===== src/rtl/mod15_seq_pkg.sv =====
// Shared types and constants for the mod-15 counter command sequencer.
package mod15_seq_pkg;

  typedef enum logic [1:0] {
    OP_READ = 2'b00,
    OP_LOAD = 2'b01,
    OP_UP   = 2'b10,
    OP_DOWN = 2'b11
  } op_t;

  typedef enum logic [1:0] {
    S_IDLE,
    S_LOAD,
    S_RUN,
    S_DONE
  } state_t;

  // Highest value the counter reaches counting up before wrapping to 0.
  localparam int CNT_WRAP = 14;

endpackage


===== src/rtl/rr_arb2.sv =====
// Two-way round-robin arbiter; the last winner loses a tie on the next contest.
module rr_arb2 (
  input  logic       clk,
  input  logic       rst,
  input  logic [1:0] valid,
  input  logic       enable,
  output logic [1:0] grant,
  output logic       grant_id
);

  logic last_grant;

  always_comb begin
    grant_id = 1'b0;
    if (valid == 2'b11) grant_id = ~last_grant;
    else if (valid[1])  grant_id = 1'b1;
    grant = 2'b00;
    if (enable && (|valid)) grant[grant_id] = 1'b1;
  end

  // A grant is only issued against a valid request, so any grant is an accept.
  always_ff @(posedge clk) begin
    if (rst)           last_grant <= 1'b1;
    else if (|grant)   last_grant <= grant_id;
  end

endmodule


===== src/rtl/mod15_seq_ctrl.sv =====
// Command sequencer and 2-way arbiter driving a mod-15 up/down counter.
// Optional macro MOD15_SEQ_ABORT_EN adds an abort input for RUN and a resp_aborted flag.
module mod15_seq_ctrl
  import mod15_seq_pkg::*;
#(
  parameter int CNT_W  = 4,
  parameter int STEP_W = 4
) (
  input  logic              clk,
  input  logic              rst,
  input  logic              req0_valid,
  output logic              req0_ready,
  input  logic [1:0]        req0_op,
  input  logic [STEP_W-1:0] req0_arg,
  input  logic              req1_valid,
  output logic              req1_ready,
  input  logic [1:0]        req1_op,
  input  logic [STEP_W-1:0] req1_arg,
  output logic              cnt_load,
  output logic              cnt_mode,
  output logic [CNT_W-1:0]  cnt_data,
  input  logic [CNT_W-1:0]  cnt_value,
`ifdef MOD15_SEQ_ABORT_EN
  input  logic              abort,
  output logic              resp_aborted,
`endif
  output logic              resp_valid,
  output logic              resp_id,
  output logic [CNT_W-1:0]  resp_value,
  output logic              busy
);

  state_t            state;
  op_t               op_q;
  op_t               op_in;
  logic [STEP_W-1:0] arg_q;
  logic [STEP_W-1:0] arg_in;
  logic [STEP_W-1:0] step_q;
  logic              id_q;
  logic              resp_id_q;
  logic [CNT_W-1:0]  resp_value_q;
  logic [1:0]        grant;
  logic              grant_id;
  logic              accept;
  logic              run_abort;

`ifdef MOD15_SEQ_ABORT_EN
  assign run_abort = abort;
`else
  assign run_abort = 1'b0;
`endif

  rr_arb2 u_arb (
    .clk      (clk),
    .rst      (rst),
    .valid    ({req1_valid, req0_valid}),
    .enable   ((state == S_IDLE) && !rst),
    .grant    (grant),
    .grant_id (grant_id)
  );

  assign accept     = |grant;
  assign req0_ready = grant[0];
  assign req1_ready = grant[1];
  assign op_in      = op_t'(grant_id ? req1_op : req0_op);
  assign arg_in     = grant_id ? req1_arg : req0_arg;

  always_ff @(posedge clk) begin
    if (rst) begin
      state        <= S_IDLE;
      step_q       <= '0;
      id_q         <= 1'b0;
      resp_id_q    <= 1'b0;
      resp_value_q <= '0;
    end else begin
      case (state)
        S_IDLE: if (accept) begin
          op_q   <= op_in;
          arg_q  <= arg_in;
          id_q   <= grant_id;
          step_q <= arg_in;
          case (op_in)
            OP_LOAD:        state <= S_LOAD;
            OP_UP, OP_DOWN: state <= (arg_in != '0) ? S_RUN : S_DONE;
            default:        state <= S_DONE;
          endcase
        end
        S_LOAD: state <= S_DONE;
        // The counter steps on every RUN cycle, including the one that exits.
        S_RUN: begin
          step_q <= step_q - STEP_W'(1);
          if ((step_q == STEP_W'(1)) || run_abort) state <= S_DONE;
        end
        S_DONE: begin
          resp_id_q    <= id_q;
          resp_value_q <= cnt_value;
          state        <= S_IDLE;
        end
        default: state <= S_IDLE;
      endcase
    end
  end

  // The counter has no enable: every non-RUN state reloads its own value.
  always_comb begin
    cnt_load = 1'b1;
    cnt_mode = 1'b0;
    cnt_data = cnt_value;
    case (state)
      S_LOAD: cnt_data = arg_q[CNT_W-1:0];
      S_RUN: begin
        cnt_load = 1'b0;
        cnt_mode = (op_q == OP_UP);
      end
      default: ;
    endcase
  end

  assign busy       = (state != S_IDLE);
  assign resp_valid = (state == S_DONE) && !rst;
  assign resp_id    = (state == S_DONE) ? id_q : resp_id_q;
  assign resp_value = (state == S_DONE) ? cnt_value : resp_value_q;

`ifdef MOD15_SEQ_ABORT_EN
  logic aborted_q;

  always_ff @(posedge clk) begin
    if (rst)                             aborted_q <= 1'b0;
    else if ((state == S_IDLE) && accept) aborted_q <= 1'b0;
    else if (state == S_RUN)             aborted_q <= abort;
  end

  assign resp_aborted = resp_valid && aborted_q;
`endif

endmodule


===== config.mk =====
export PLATFORM = sky130hd
export DESIGN_NAME = mod15_seq_ctrl
export DESIGN_NICKNAME = d
export VERILOG_FILES = /design/src/rtl/mod15_seq_pkg.sv /design/src/rtl/rr_arb2.sv /design/src/rtl/mod15_seq_ctrl.sv
export SDC_FILE = /design/constraint.sdc
export NUM_CORES = 1
export LEC_CHECK = 0
export ABC_AREA = 1
export CAP_MARGIN = 20
export CORE_ASPECT_RATIO = 0.7
export CORE_UTILIZATION = 40
export CTS_BUF_LIST = sky130_fd_sc_hd__clkbuf_4
export DETAILED_ROUTE_END_ITERATION = 8
export PLACE_DENSITY = 0.79
export SYNTH_ARGS = -nofsm -noshare
export SYNTH_HDL_FRONTEND = slang
export SYNTH_SLANG_ARGS = --single-unit

===== constraint.sdc =====
create_clock -name clk -period 1.77 [get_ports clk]
set_clock_uncertainty 0.1 [all_clocks]
set_input_delay 0.354 -clock clk [delete_from_list [all_inputs] [get_ports clk]]
set_output_delay 0.354 -clock clk [all_outputs]
set_load 0.005 [all_outputs]

==> results of run 1 <==
## how the worst max path moves through the flow
stage | end | depth (start not counted)
floorplan | state[1] | 7
global placement | req0_ready | 6
detailed placement | req0_ready | 6
CTS | cnt_data[0] | 5
global route | cnt_data[1] | 5
finish | cnt_data[0] | 5
## flip-flops by register name, summed over array words and instances (netlist names)
signal / cells
resp_value_q: 4
arg_q: 4
u_arb.last_grant: 1
step_q: 4
state: 2
op_q: 2
resp_id_q: 1
id_q: 1
## placed cells by master (no fill, tap or decap), types with 2 or more instances in the layout
cell type and instances:
dfxtp_4 2, clkbuf_2 4, inv_4 4, buf_6 19
nor2_1 7, nand2_1 33, dfxtp_1 11, ha_1 3
dlygate4sd2_1 4, buf_4 41, mux2_4 3, inv_1 8
nand2_2 8, ha_4 4, clkdlybuf4s50_1 16, a21oi_1 10
o211ai_1 2, clkbuf_4 3, nand3_1 6, nand2_4 6
nor2_4 2, o21ai_0 2, buf_2 4, edfxtp_1 6
o21ai_2 2, inv_2 2
## per-layer routing
| metal | vias up | global-route usage [%] | routed length, um |
|---|---|---|---|
| met3 | 4 | 4.500 | 179 |
| met5 | - | 0 | 0 |
| met1 | 553 | 25.77 | 1431 |
| met4 | 0 | 8.444 | 20 |
| li1 | 624 | - | - |
| met2 | 44 | 48.84 | 1864 |
## final cells by class
cell class              count  share of cell area [%]
repair buffers             90                   37.70
clock inverters             1                  0.2413
flip-flops and latches     19                   21.59
inverters                  14                   3.016
clock buffers               3                   1.086
well taps                  34                   2.051
multi-input cells          99                   34.32
## synthesized netlist by cell type, types with 2 or more instances
| master | instances | area, sq um |
|---|---|---|
| mux2_2 | 4 | 45.04 |
| edfxtp_1 | 6 | 180.2 |
| nand3_1 | 6 | 30.03 |
| nor2_1 | 9 | 33.78 |
| dfxtp_1 | 13 | 260.3 |
| o211ai_1 | 2 | 15.01 |
| inv_2 | 2 | 7.510 |
| o21ai_2 | 3 | 26.28 |
| a21oi_1 | 10 | 50.05 |
| ha_1 | 7 | 87.58 |
| nand2_4 | 2 | 22.52 |
| o21ai_0 | 2 | 10.01 |
| buf_4 | 2 | 15.01 |
| nand2_1 | 41 | 153.9 |
| inv_1 | 12 | 45.04 |
| nand2_2 | 4 | 25.02 |
## critical path: stages, from the launching register on
cell	delay, ns
dfxtp_4	0.40
inv_4	0.05
ha_4	0.17
buf_6	0.11
mux2_4	0.29
buf_6	0.12
## report_power, final
part           leakage, nW  internal, mW  switching [mW]
Sequential           0.164         0.577           0.101
Combinational        0.824          1.04           0.811
Clock               0.0177        0.0841           0.139
## repair_timing
item,4_1_cts,5_1_grt
setup endpoints to repair,15,14
resized for setup,92,23
buffers inserted,18,6
hold buffers,0,0
pin swaps,10,9
## cell families (layout without fill, tap and decap cells)
group           count (synthesis)  in the layout  synth area share [%]
compound gates                 22             22                 13.75
xor+xnor                        2              2                 1.604
fa+ha+maj                       7              7                 8.018
buf+inv                        17            108                 6.643
flops                          19             19                 40.32
mux                             4              4                 4.123
simple gates                   64             64                 25.54
==> impl_metrics.tcl, run 1 <==
set metrics [dict create \
    hold_ws_ns 0.3776 \
    post-route-drc-count 0 \
    min_period_ns 1.909 \
    tightest_slew_ns 0.2639 \
    dr.pass1.iters 4 \
    ys_seq_area_share_pct 40.32 \
    rsz0062_at_grt "yes" \
    post-route-period-util_pct 107.8 \
    cts.sinks 19 \
    ys.warnings.count 0 \
    nFillCells 149 \
    dp.cells 235 \
    fp.coreArea_sq_um 2515 \
    grt_usage_pct 24.17 \
    irDropWorstVdd_uv 678.0 \
    die_y_um 45.72 \
    outcome "finished with violations" \
    numCtsBuffers 3 \
    syn_area_per_cell_sq_um 8.091 \
    synth-seq-cells 19 \
    rr_worst_depth 12 \
    cts_root_buf "clkbuf_4" \
    async_reset_ff_share_pct 0 \
    multi_input_area_sq_um 711.9 \
    p_total_mw 2.755 \
    clk_pin_slew_ns 0.12 \
    synth.distinct_cells 26 \
    hp-start "step_q[1]" \
    hold_path_end "step_q[1]" \
    fin_ws_ns -0.1385 \
    synthCells 135 \
    leakage_nw 1.005 \
    design_area_sq_um 2074 \
    synth_edf_count 6 \
    fin_util_pct 82.49 \
    clk_latency_ns 0.30 \
    grt_pass1_wl_um 5195 \
    dp_hpwl_um 2262 \
    grt_antenna_before_repair 0 \
    violations "setup timing" \
    fin_tns_setup_ns -0.6345 \
    arrival_ns 1.45 \
    cp-end-kind "primary output" \
    reg2reg_to "u_arb.last_grant" \
    hold_viol 0 \
    ff_latch_area_sq_um 447.9 \
    reg2reg_slack_ns -0.02 \
    placed_area_sq_um 1718 \
    crit_start "state[1]" \
    power.density_nw_per_um2 1328 \
    cts_tree "yes" \
    wire_per_inst_um 13.45 \
    num_antenna_cells 0 \
    worstSetupStartpointType "flop" \
    post_drt_via_cell_ratio 4.712 \
    fmax_mhz 524.0 \
    h-tree-depth 1 \
    port_buffers 34 \
    post-place-ws_ns -0.4735 \
    setup_violations 10 \
    die_area_sq_um 2947 \
    via_count 1225 \
    ant_nets 0 \
    critPathKind "flop to primary output" \
    min_path_type "flop to flop" \
    grt.overflow.total 0 \
    area_growth_pct 89.92 \
    grt_pass1_vias 1205 \
    grt_max_degree 12 \
    ios 35 \
    slew_violations 0 \
    max-slew-margin-rel_pct 82.37 \
    whs_path_depth 2 \
    stdcell_count 260 \
    core.rowCount 15 \
    drive_above_1_share_pct 50.00 \
    synth_ff_type "dfxtp_1" \
    nNetsFinal 254 \
    cts_buffer_depth 2 \
    cp.required_ns 1.32 \
    wl_um 3496 \
    gp_congestion 0.7775 \
    drt_iter0_markers 25 \
    synth_area_sq_um 1092 \
    die_w_um 64.46 \
    reg2reg_from "state[0]" \
    synth_nets 162 \
    maxCapViolCount 0 \
    start_util_pct 43.43 \
    worstPathMaxFanout 4 \
]
Note: power is estimated with default switching activity, not from simulation.
==> inputs of run 2 (changes only) <==
--- a/config.mk
+++ b/config.mk
@@ -11,6 +11,7 @@
 export CORE_UTILIZATION = 40
 export CTS_BUF_LIST = sky130_fd_sc_hd__clkbuf_4
 export DETAILED_ROUTE_END_ITERATION = 8
+export MAX_ROUTING_LAYER = met4
 export PLACE_DENSITY = 0.79
 export SYNTH_ARGS = -nofsm -noshare
 export SYNTH_HDL_FRONTEND = slang
==> run 2 against run 1 <==
  * The flow still finishes with violations (setup timing)
  * Core utilization unchanged
  * Via count up 0.57%
  * Count of clock-buffer cells in the layout unchanged
  * Design area unchanged
  * Combinational power about the same
  * Worst hold slack better by 0.00059 ns
  * Die area unchanged
  * Sequential cell count unchanged
  * Register-to-register slack about the same
  * Non-clock buffer count unchanged
  * Sequential power about the same
  * Critical endpoint unchanged
  * Cell count unchanged
  * Critical path type unchanged
==> impl_metrics.tcl, run 2 (synthesized netlist as in run 1, its figures left out) <==
set metrics [dict create \
    outcome "finished with violations" \
    violations "setup timing" \
    p_total_mw 2.755 \
    reg2reg_to "u_arb.last_grant" \
    drive_above_1_share_pct 50.00 \
    cp-end-kind "primary output" \
    worstSetupStartpointType "flop" \
    die_w_um 64.46 \
    nNetsFinal 254 \
    worstPathMaxFanout 4 \
    fin_util_pct 82.49 \
    tightest_slew_ns 0.2592 \
    grt_pass1_vias 1206 \
    h-tree-depth 1 \
    critPathKind "flop to primary output" \
    whs_path_depth 2 \
    hp-start "step_q[1]" \
    start_util_pct 43.43 \
    via_count 1232 \
    fin_tns_setup_ns -0.6413 \
    clk_latency_ns 0.30 \
    dp.cells 235 \
    post_drt_via_cell_ratio 4.738 \
    cp.required_ns 1.32 \
    grt_max_degree 12 \
    setup_violations 10 \
    ios 35 \
    leakage_nw 1.005 \
    wl_um 3500 \
    post-route-period-util_pct 107.9 \
    num_antenna_cells 0 \
    rsz0062_at_grt "yes" \
    drt_iter0_markers 24 \
    max-slew-margin-rel_pct 82.68 \
    reg2reg_from "state[0]" \
    irDropWorstVdd_uv 676.0 \
    cts_tree "yes" \
    die_area_sq_um 2947 \
    numCtsBuffers 3 \
    power.density_nw_per_um2 1328 \
    port_buffers 34 \
    clk_pin_slew_ns 0.12 \
    cts_hold_buf 0 \
    largestRegisters "arg_q x4, resp_value_q x4, step_q x4" \
    cts_root_buf "clkbuf_4" \
    area_growth_pct 89.92 \
    grt_usage_pct 24.94 \
    die_y_um 45.72 \
    fp.coreArea_sq_um 2515 \
    placed_area_sq_um 1718 \
    layout_common_cells "buf_4, nand2_1, buf_6" \
    grt_antenna_before_repair 0 \
    core.rowCount 15 \
    cts_buffer_depth 2 \
    stdcell_count 260 \
    hold_path_end "step_q[1]" \
    maxCapViolCount 0 \
    min_path_type "flop to flop" \
    grt_pass1_wl_um 5195 \
    post-route-drc-count 0 \
    slew_violations 0 \
    dp_hpwl_um 2262 \
    design_area_sq_um 2074 \
    min_period_ns 1.909 \
    grt.overflow.total 0 \
    rr_worst_depth 12 \
    fin_ws_ns -0.1391 \
    layout_commonest_cell "buf_4" \
    ant_nets 0 \
    fmax_mhz 523.8 \
    gp_congestion 0.7881 \
    cts.sinks 19 \
    reg2reg_slack_ns -0.03 \
    nFillCells 149 \
    arrival_ns 1.46 \
    wire_per_inst_um 13.46 \
    hold_viol 0 \
    dr.pass1.iters 4 \
]
==> run 2: timing repair <==
| item | CTS | global route |
|---|---|---|
| pin swaps | 10 | 9 |
| gates resized for setup | 92 | 23 |
| endpoints found under the setup margin | 15 | 14 |
| buffers inserted | 18 | 6 |
==> run 2: stage by stage <==
stage | hold WS, ns | worst slack, ns
5_1_grt | 0.4311 | -0.1759
6_report | 0.3782 | -0.1391
3_5_place_dp | 0.3599 | -0.4735
4_1_cts | 0.3750 | -0.1617
2_1_floorplan | 0.3434 | 0.2145
3_3_place_gp | 0.3582 | -0.4243
==> run 2: how the worst max path moves through the flow <==
stage	end	startpoint
3_3_place_gp	req0_ready	req0_valid
2_1_floorplan	state[1]	state[0]
6_report	cnt_data[0]	state[1]
3_5_place_dp	req0_ready	req0_valid
4_1_cts	cnt_data[0]	state[1]
5_1_grt	cnt_data[1]	state[1]
==> run 2: critical path, stage by stage (launching register included) <==
cell     delay [ns]
dfxtp_4        0.40
inv_4          0.05
ha_4           0.17
buf_6          0.11
mux2_4         0.29
buf_6          0.12
==> run 2: metal layers <==
| layer | GRT usage [%] | up-vias | routed length, um |
|---|---|---|---|
| met5 | - | - | 0 |
| met4 | 8.444 | 0 | 56 |
| met3 | 4.500 | 8 | 207 |
| met2 | 48.84 | 55 | 1821 |
| met1 | 25.77 | 545 | 1415 |
| li1 | - | 624 | - |
==> run 2: area by class of cell <==
| class | instances | area (sq um) | share of cell area (%) |
|---|---|---|---|
| Tap cell | 34 | 42.54 | 2.051 |
| Sequential cell | 19 | 447.9 | 21.59 |
| Clock buffer | 3 | 22.52 | 1.086 |
| Clock inverter | 1 | 5.005 | 0.2413 |
| Multi-Input combinational cell | 99 | 711.9 | 34.32 |
| Inverter | 14 | 62.56 | 3.016 |
| Timing Repair Buffer | 90 | 782.0 | 37.70 |
==> run 2: power breakdown <==
| group | internal [mW] | total, mW | leakage, nW | switching, mW |
|---|---|---|---|---|
| registers | 0.577 | 0.679 | 0.164 | 0.102 |
| clock network | 0.0842 | 0.224 | 0.0177 | 0.139 |
| logic | 1.04 | 1.85 | 0.824 | 0.810 |
